===== config.mk =====
export PLATFORM = sky130hd
export DESIGN_NAME = dram_arbiter
export DESIGN_NICKNAME = d
export VERILOG_FILES = /design/src/rtl/dram_arbiter.sv
export SDC_FILE = /design/constraint.sdc
export NUM_CORES = 1
export LEC_CHECK = 0
export CAP_MARGIN = 20
export CELL_PAD_IN_SITES_DETAIL_PLACEMENT = 0
export CELL_PAD_IN_SITES_GLOBAL_PLACEMENT = 1
export CORE_MARGIN = 2
export CORE_UTILIZATION = 11
export CTS_CLUSTER_DIAMETER = 120
export DETAILED_ROUTE_END_ITERATION = 8
export GPL_ROUTABILITY_DRIVEN = 0
export PLACE_DENSITY_LB_ADDON = 0.1
export SLEW_MARGIN = 20
export SYNTH_ARGS = -nofsm -noshare
export SYNTH_HDL_FRONTEND = slang
export SYNTH_SLANG_ARGS = --single-unit

===== constraint.sdc =====
create_clock -name clk -period 1.69 [get_ports clk]
set_input_delay 0.2535 -clock clk [delete_from_list [all_inputs] [get_ports clk]]
set_output_delay 0.2535 -clock clk [all_outputs]
set_load 0.05 [all_outputs]

===== src/rtl/dram_arbiter.sv =====
// dram_arbiter
// Shares the single-port DRAM between the CPU data port (requester 0) and a
// debug/DMA loader (requester 1). At most one request is granted each cycle,
// and that request drives the DRAM port. Load data returns to the requester
// that issued it one cycle later.
//
// Parameters:
//   RR_MODE      0 = requester 0 has fixed priority, with anti-starvation for
//                    requester 1; 1 = strict round-robin
//   STARVE_LIMIT consecutive denied cycles after which requester 1 is promoted
//                (1..255, only used when RR_MODE = 0)
//
// Ports:
//   clk, rst_n              clock (rising edge), asynchronous active-low reset
//   mX_req/we/op/adr/wdata  requester X access, held stable until granted
//   mX_gnt                  combinational grant; the transfer happens at the
//                           edge where req and gnt are both high
//   mX_rvalid/rdata         load response, one cycle after acceptance
//   dram_adr/w_op/we/wdin   to the DRAM
//   dram_rdi                read data from the DRAM, valid the cycle after
//                           the address is presented
module dram_arbiter #(
    parameter int RR_MODE      = 0,
    parameter int STARVE_LIMIT = 4
) (
    input  logic        clk,
    input  logic        rst_n,
    input  logic        m0_req,
    input  logic        m0_we,
    input  logic [1:0]  m0_op,
    input  logic [31:0] m0_adr,
    input  logic [31:0] m0_wdata,
    input  logic        m1_req,
    input  logic        m1_we,
    input  logic [1:0]  m1_op,
    input  logic [31:0] m1_adr,
    input  logic [31:0] m1_wdata,
    output logic        m0_gnt,
    output logic        m1_gnt,
    output logic        m0_rvalid,
    output logic        m1_rvalid,
    output logic [31:0] m0_rdata,
    output logic [31:0] m1_rdata,
    output logic [31:0] dram_adr,
    output logic [1:0]  dram_w_op,
    output logic        dram_we,
    output logic [31:0] dram_wdin,
    input  logic [31:0] dram_rdi
);

    logic       last_gnt;
    logic [7:0] wait_cnt;
    logic       rsp_pend;
    logic       rsp_id;

    logic       gnt0;
    logic       gnt1;
    logic       starved;

    assign starved = (wait_cnt >= 8'(STARVE_LIMIT));

    // Grant selection. Grants are held low during reset so that nothing can
    // reach the DRAM while the arbiter state is invalid.
    always_comb begin
        gnt0 = 1'b0;
        gnt1 = 1'b0;
        if (rst_n) begin
            if (m0_req && !m1_req) begin
                gnt0 = 1'b1;
            end else if (m1_req && !m0_req) begin
                gnt1 = 1'b1;
            end else if (m0_req && m1_req) begin
                if (RR_MODE != 0) begin
                    // The requester that was not served last wins the tie.
                    gnt0 = last_gnt;
                    gnt1 = !last_gnt;
                end else begin
                    gnt0 = !starved;
                    gnt1 = starved;
                end
            end
        end
    end

    assign m0_gnt = gnt0;
    assign m1_gnt = gnt1;

    // DRAM mux. With no grant every field is zero, so no store can be
    // written spuriously.
    always_comb begin
        dram_adr  = 32'h0;
        dram_w_op = 2'b00;
        dram_we   = 1'b0;
        dram_wdin = 32'h0;
        if (gnt0) begin
            dram_adr  = m0_adr;
            dram_w_op = m0_op;
            dram_we   = m0_we;
            dram_wdin = m0_wdata;
        end else if (gnt1) begin
            dram_adr  = m1_adr;
            dram_w_op = m1_op;
            dram_we   = m1_we;
            dram_wdin = m1_wdata;
        end
    end

    // Arbitration and response state. rsp_pend marks a load that was
    // accepted at the last edge; rsp_id records who issued it, so that
    // back-to-back loads from alternating requesters each route correctly.
    // wait_cnt counts consecutive cycles in which requester 1 was denied,
    // and saturates at 255.
    always_ff @(posedge clk or negedge rst_n) begin
        if (!rst_n) begin
            last_gnt <= 1'b1;
            wait_cnt <= 8'h00;
            rsp_pend <= 1'b0;
            rsp_id   <= 1'b0;
        end else begin
            if (gnt0 || gnt1) begin
                last_gnt <= gnt1;
                rsp_id   <= gnt1;
                rsp_pend <= gnt1 ? !m1_we : !m0_we;
            end else begin
                rsp_pend <= 1'b0;
            end

            if (m1_req && !gnt1) begin
                if (wait_cnt != 8'hFF) begin
                    wait_cnt <= wait_cnt + 8'h01;
                end
            end else begin
                wait_cnt <= 8'h00;
            end
        end
    end

    // The response comes straight from registers, so asserting reset clears
    // it immediately and a pending load is discarded.
    assign m0_rvalid = rsp_pend && !rsp_id;
    assign m1_rvalid = rsp_pend && rsp_id;
    assign m0_rdata  = m0_rvalid ? dram_rdi : 32'h0;
    assign m1_rdata  = m1_rvalid ? dram_rdi : 32'h0;

endmodule


==> results of run 1 <==
## placed cells by master, fill, tap and decap left out, types with 2 or more instances in the layout
cell type,instances
dfrtp_1,8
dfrtp_2,2
nor2_1,3
buf_12,145
nor3_4,5
nor2b_1,2
nand2_1,3
buf_6,8
nand4_1,2
buf_4,18
and4_1,2
inv_1,3
nand3_1,3
and2_1,24
a22o_4,67
o21ai_0,3
clkbuf_16,6
clkdlybuf4s50_1,168
a31oi_1,2
buf_8,2
ha_1,2
a21oi_1,4
and3_1,34
buf_16,3
and2_2,9
## metrics by stage
stage | cell area, um2 | TNS, ns
floorplan | 2280 | -3.99
detailed placement | 7090 | -27.41
global placement | 7090 | -27.60
finish | 7590 | -33.06
global route | 7590 | -38.66
CTS | 7420 | -35.14
## per-layer routing
layer	up-vias	wire [um]
met3	12	984
met5	-	0
met2	164	7870
met4	0	221
met1	1495	4950
li1	1503	-
## state kept, by name (all words and copies together), names as in the netlist
name      cells
rsp_id        1
wait_cnt      8
rsp_pend      1
## synth_stat cells (2+ instances only)
library cell and count:
and4_1 2, a22o_1 67, nor4_1 2, ha_1 2
a21oi_1 5, nor2b_1 2, dfrtp_1 10, buf_2 5
and2_1 33, a31oi_1 2, o21ai_0 3, nand2_1 3
nor3_1 5, clkbuf_1 15, a211oi_1 2, nand4_1 2
nand3_1 3, buf_6 4, and3_1 34, a41oi_1 2
nor2_1 3, inv_1 3
## cells by family (layout without fill, tap and decap cells)
family / count (synthesis) / in the layout / share of synthesized area [%]
adder cells (fa/ha/maj): 2 / 2 / 1.47
buffers and inverters: 28 / 355 / 8.30
AO/OA/AOI/OAI: 84 / 84 / 41.3
multiplexers: 1 / 1 / 0.588
AND/OR/NAND/NOR: 92 / 92 / 33.7
flip-flops: 10 / 10 / 14.7
## worst paths after layout
check	startpoint	endpoint	slack, ns	cells after the start
min in group clk	wait_cnt[7]	wait_cnt[7]	0.58	2
min	rst_n	wait_cnt[3]	0.14	2
min reg2reg	wait_cnt[7]	wait_cnt[7]	0.58	2
max reg2reg	wait_cnt[2]	wait_cnt[7]	0.05	8
max	wait_cnt[2]	dram_adr[6]	-0.50	7
max in group asynchronous	rst_n	wait_cnt[5]	1.39	2
## layout make-up
cell class	count	area [um2]
Clock buffer	4	78.8
Fill cell	1286	7550
Inverter	3	11.3
Multi-Input combinational cell	179	2010
Sequential cell	10	253
Tap cell	188	235
Timing Repair Buffer	348	5010
## critical path, stage by stage (launching register included)
cell	delay [ns]
dfrtp_2	0.41
nor4_4	0.30
buf_4	0.16
a31oi_4	0.10
buf_12	0.17
clkbuf_16	0.16
a22o_4	0.22
buf_12	0.14
## power by group through the flow
| stage | Clock (mW) | Sequential, mW | Combinational [mW] |
|---|---|---|---|
| floorplan | 0 | 0.270 | 1.21 |
| finish | 0.431 | 0.266 | 2.83 |
| global placement | 0 | 0.267 | 2.70 |
| CTS | 0.436 | 0.265 | 2.82 |
| global route | 0.445 | 0.268 | 2.93 |
| detailed placement | 0 | 0.269 | 2.72 |
## repair_timing
action / CTS / global route
resized for setup: 20 / 23
cloned: 4 / 2
buffers inserted: 5 / 2
setup endpoints to repair: 69 / 75
pin swaps: 2 / 10
==> results.yml, run 1 <==
status:
  outcome: "complete, but fails checks"
  violations: "setup timing"
detailed_routing:
  routed_wl_um: 14000
  viasPerCell: 4.34
  first_iter_violations: 83
  drcViolationCount: 0
  vias: 3174
  wl_per_cell_um: 19.2
  detail-route-antenna-nets: 0
  dr.pass1.iters: 4
logic_synthesis:
  synth_ff_type: "dfrtp_1"
  yosys.cell_types.count: 30
  yosysTopAreaCellShare_pct: 34.5
  synthCells: 217
  avgSynthCellArea_um2: 7.85
  yosysTopAreaCell: "a22o_1"
  async_flop_share_pct: 100
  synth_edf_count: 0
  synth-seq-area-share_pct: 14.7
  yosys_warnings: 0
  syn_area_um2: 1700
  synth_seq_cells: 10
  yosys-top-cells-area: "a22o_1 34%, dfrtp_1 15%, and3_1 12%"
  postSynthNetCount: 389
sta:
  drv_slew: 0
  period_share_pct: 129
  tightestPinTransition_ns: 0.519
  finClkSkew_ns: 0.00367
  max_freq_mhz: 457
  whs_ns: 0.139
  grt_setup_unrepaired: "true"
  layout_setup_ws_ns: -0.498
  hold_viol: 0
  layout_min_cycle_time_ns: 2.19
  relSlewSlack_pct: 65.1
  setup_viol: 69
cts:
  clockBufferDepth: 2
  clockRootBuffer: "clkbuf_16"
  clk_latency_ns: 0.24
  htree_num_levels: 1
  cts_tree: "done"
  clkTransAtPathRegs_ns: 0.04
  cts_buffers: 3
  ctsHoldBuffers: 0
  cts.sinks: 10
placement:
  place_hpwl_um: 11700
  port_buffers: 304
  pre_cts_slack_ns: -0.444
  dp.cells: 715
floorplan:
  start_util_pct: 11.2
  die_area_um2: 16500
  die_w_um: 128
  die_h_um: 128
  core.rowCount: 45
  ioPinCount: 305
  core_area_um2: 15100
critical_path:
  path_max_fanout: 7
  worstSetupEndpointType: "output pin"
  cp.required_ns: 1.44
  crit_type: "reg -> out"
  start_kind: "flip-flop"
  crit_arrival_ns: 1.93
cells_and_area:
  antenna_cells: 0
  finalNonFillerCells: 732
  layout-drive-gt1-share_pct: 50.2
  final_core_util_pct: 50.1
  syn_to_final_growth_pct: 346
  final_nets: 717
pwr:
  p_per_area_nw_per_um2: 464
  seqPwrFrac_pct: 7.5
  switching_share_pct: 40.7
  p_int_mw: 2.09
  vdd_ir_drop_max_uv: 247
  switchingPower_mw: 1.44
  combPwrFrac_pct: 80.2
  power_mw: 3.53
  leakagePower_nw: 3.26
  clock_power_share_pct: 12.2
global_routing:
  gr-max-usage-layer: "met2"
  grt.total_usage_pct: 15.5
  grt-ovfl-total: 0
  antenna_found_initial: 0
  grt_pass1_wl_um: 19800
  use_met2_pct: 31.2
  grt_start_max_net_pins: 35
  use_met1_pct: 16.6
  grt_pass1_vias: 3357
  grt.met3_usage_pct: 3.08
min_path:
  min_path_type: "in -> async"
job:
  maxCapViolations: 0
No activity file was read; power rests on OpenSTA's default activity.
==> run 2, diff against run 1 <==
--- a/config.mk
+++ b/config.mk
@@ -18,3 +18,4 @@
 export SYNTH_ARGS = -nofsm -noshare
 export SYNTH_HDL_FRONTEND = slang
 export SYNTH_SLANG_ARGS = --single-unit
+export TNS_END_PERCENT = 30
==> results.yml, run 2 (synthesized netlist as in run 1, its figures left out) <==
sta:
  drv_slew: 0
  layout_min_cycle_time_ns: 2.20
  whs_ns: 0.134
  grt_setup_unrepaired: "true"
  relSlewSlack_pct: 80.9
  tightestPinTransition_ns: 0.284
  finClkSkew_ns: 0.00625
  hold_viol: 0
  max_freq_mhz: 454
  period_share_pct: 130
  layout_setup_ws_ns: -0.510
  setup_viol: 69
critical_path:
  path_max_fanout: 9
  cp_slowest_cell: "dfrtp_1"
  crit_top_cell: "buf_12"
  r2r_end: "rsp_id"
  crit_arrival_ns: 1.95
  reg2reg_depth: 6
  startpoint: "wait_cnt[4]"
  path_cells: "nor4_4 -> buf_4 -> a31oi_4 -> clkbuf_16 -> buf_12 -> a22o_4 -> buf_12"
  start_kind: "flip-flop"
  regToRegSetupSlack_ns: 0.11
  worstSetupEndpointType: "output pin"
  slowest_delay_ns: 0.40
  cp.required_ns: 1.44
  r2r_start: "wait_cnt[4]"
  crit_type: "reg -> out"
global_routing:
  grt.total_usage_pct: 15.0
  antenna_found_initial: 0
  grt-ovfl-total: 0
  grt_pass1_wl_um: 19200
  grt_start_max_net_pins: 35
  grt_pass1_vias: 3338
cts:
  clockRootBuffer: "clkbuf_16"
  cts_tree: "done"
  cts_buffers: 3
  cts.sinks: 10
  clockBufferDepth: 2
  htree_num_levels: 1
  clkTransAtPathRegs_ns: 0.04
  ctsHoldBuffers: 0
  clk_latency_ns: 0.23
cells_and_area:
  n_fill_cell: 1330
  final_common_cell: "clkdlybuf4s50_1"
  multi_input_area_um2: 1910
  regMostFlops: "wait_cnt"
  layout-drive-gt1-share_pct: 48.3
  final_cell_mix: "168 x clkdlybuf4s50_1, 146 x buf_12, 65 x a22o_4, 34 x and3_1, 24 x and2_1"
  final_nets: 713
  largest_register_ff_count: 8
  reg_top3: "wait_cnt: 8 flops, rsp_id: 1 flops, rsp_pend: 1 flops"
  regArea_um2: 253
  syn_to_final_growth_pct: 334
  antenna_cells: 0
placement:
  pre_cts_slack_ns: -0.441
  place_hpwl_um: 11500
  port_buffers: 304
detailed_routing:
  drcViolationCount: 0
  wl_per_cell_um: 18.4
  first_iter_violations: 83
  vias: 3119
  detail-route-antenna-nets: 0
  viasPerCell: 4.28
  dr.pass1.iters: 4
  routed_wl_um: 13400
pwr:
  leakagePower_nw: 3.20
  power_mw: 3.49
  vdd_ir_drop_max_uv: 228
  p_per_area_nw_per_um2: 473
floorplan:
  core.rowCount: 45
  start_util_pct: 11.2
  ioPinCount: 305
  die_w_um: 128
  core_area_um2: 15100
  die_h_um: 128
  die_area_um2: 16500
status:
  outcome: "complete, but fails checks"
  violations: "setup timing"
job:
  maxCapViolations: 0
min_path:
  min_path_type: "in -> async"
[run 2: where the power goes]
part | internal [mW] | switching [mW]
logic | 1.48 | 1.28
registers | 0.252 | 0.00950
clock network | 0.355 | 0.105
[run 2: critical path: cells and delay by family, from the launching register on]
| family | cells | cell delay [ns] |
|---|---|---|
| DFF | 1 | 0.40 |
| and+or+nand+nor | 1 | 0.31 |
| buffers and inverters | 4 | 0.66 |
| AOI/OAI and AO/OA | 2 | 0.32 |
[run 2: final cells by class]
cell class,count,area share (%)
clock buffers,4,1.20
inverters,3,0.153
multi-input cells,179,25.9
flip-flops and latches,10,3.42
well taps,188,3.19
repair buffers,344,66.1
[run 2: routing by layer]
metal	track usage [%]	vias to the layer above	share of wire [%]
met5	0	-	0
met4	1.94	0	0.68
met3	4.07	6	8.6
met2	30.0	173	55
met1	15.8	1441	35
li1	-	1499	-
[run 2: how the worst max path moves through the flow]
stage                          endpoint  slack (ns)  depth (start not counted)
after detailed placement   dram_wdin[3]       -0.44                          6
after floorplan            dram_adr[10]        -0.1                          5
after global placement     dram_wdin[3]       -0.43                          6
after CTS                 dram_wdin[17]       -0.54                          7
final                      dram_adr[25]       -0.51                          7
after global routing      dram_wdin[20]       -0.57                          6
[run 2: through the flow]
step / cell area, um2 / TNS (ns) / util, % / std cells
after floorplan: 2270 / -4.76 / - / 217
after global placement: 7150 / -26.88 / 47.2 / 718
after detailed placement: 7150 / -27.73 / 47.2 / 718
after CTS: 7340 / -34.63 / 48.4 / 725
after global routing: 7380 / -37.32 / 48.7 / 728
final: 7380 / -33.26 / 48.7 / 728
[run 2: what timing repair did]
item,CTS,global route
buffers inserted,2,2
pin swaps,3,7
cloned,1,1
gates resized for setup,10,3
endpoints found under the setup margin,69,69
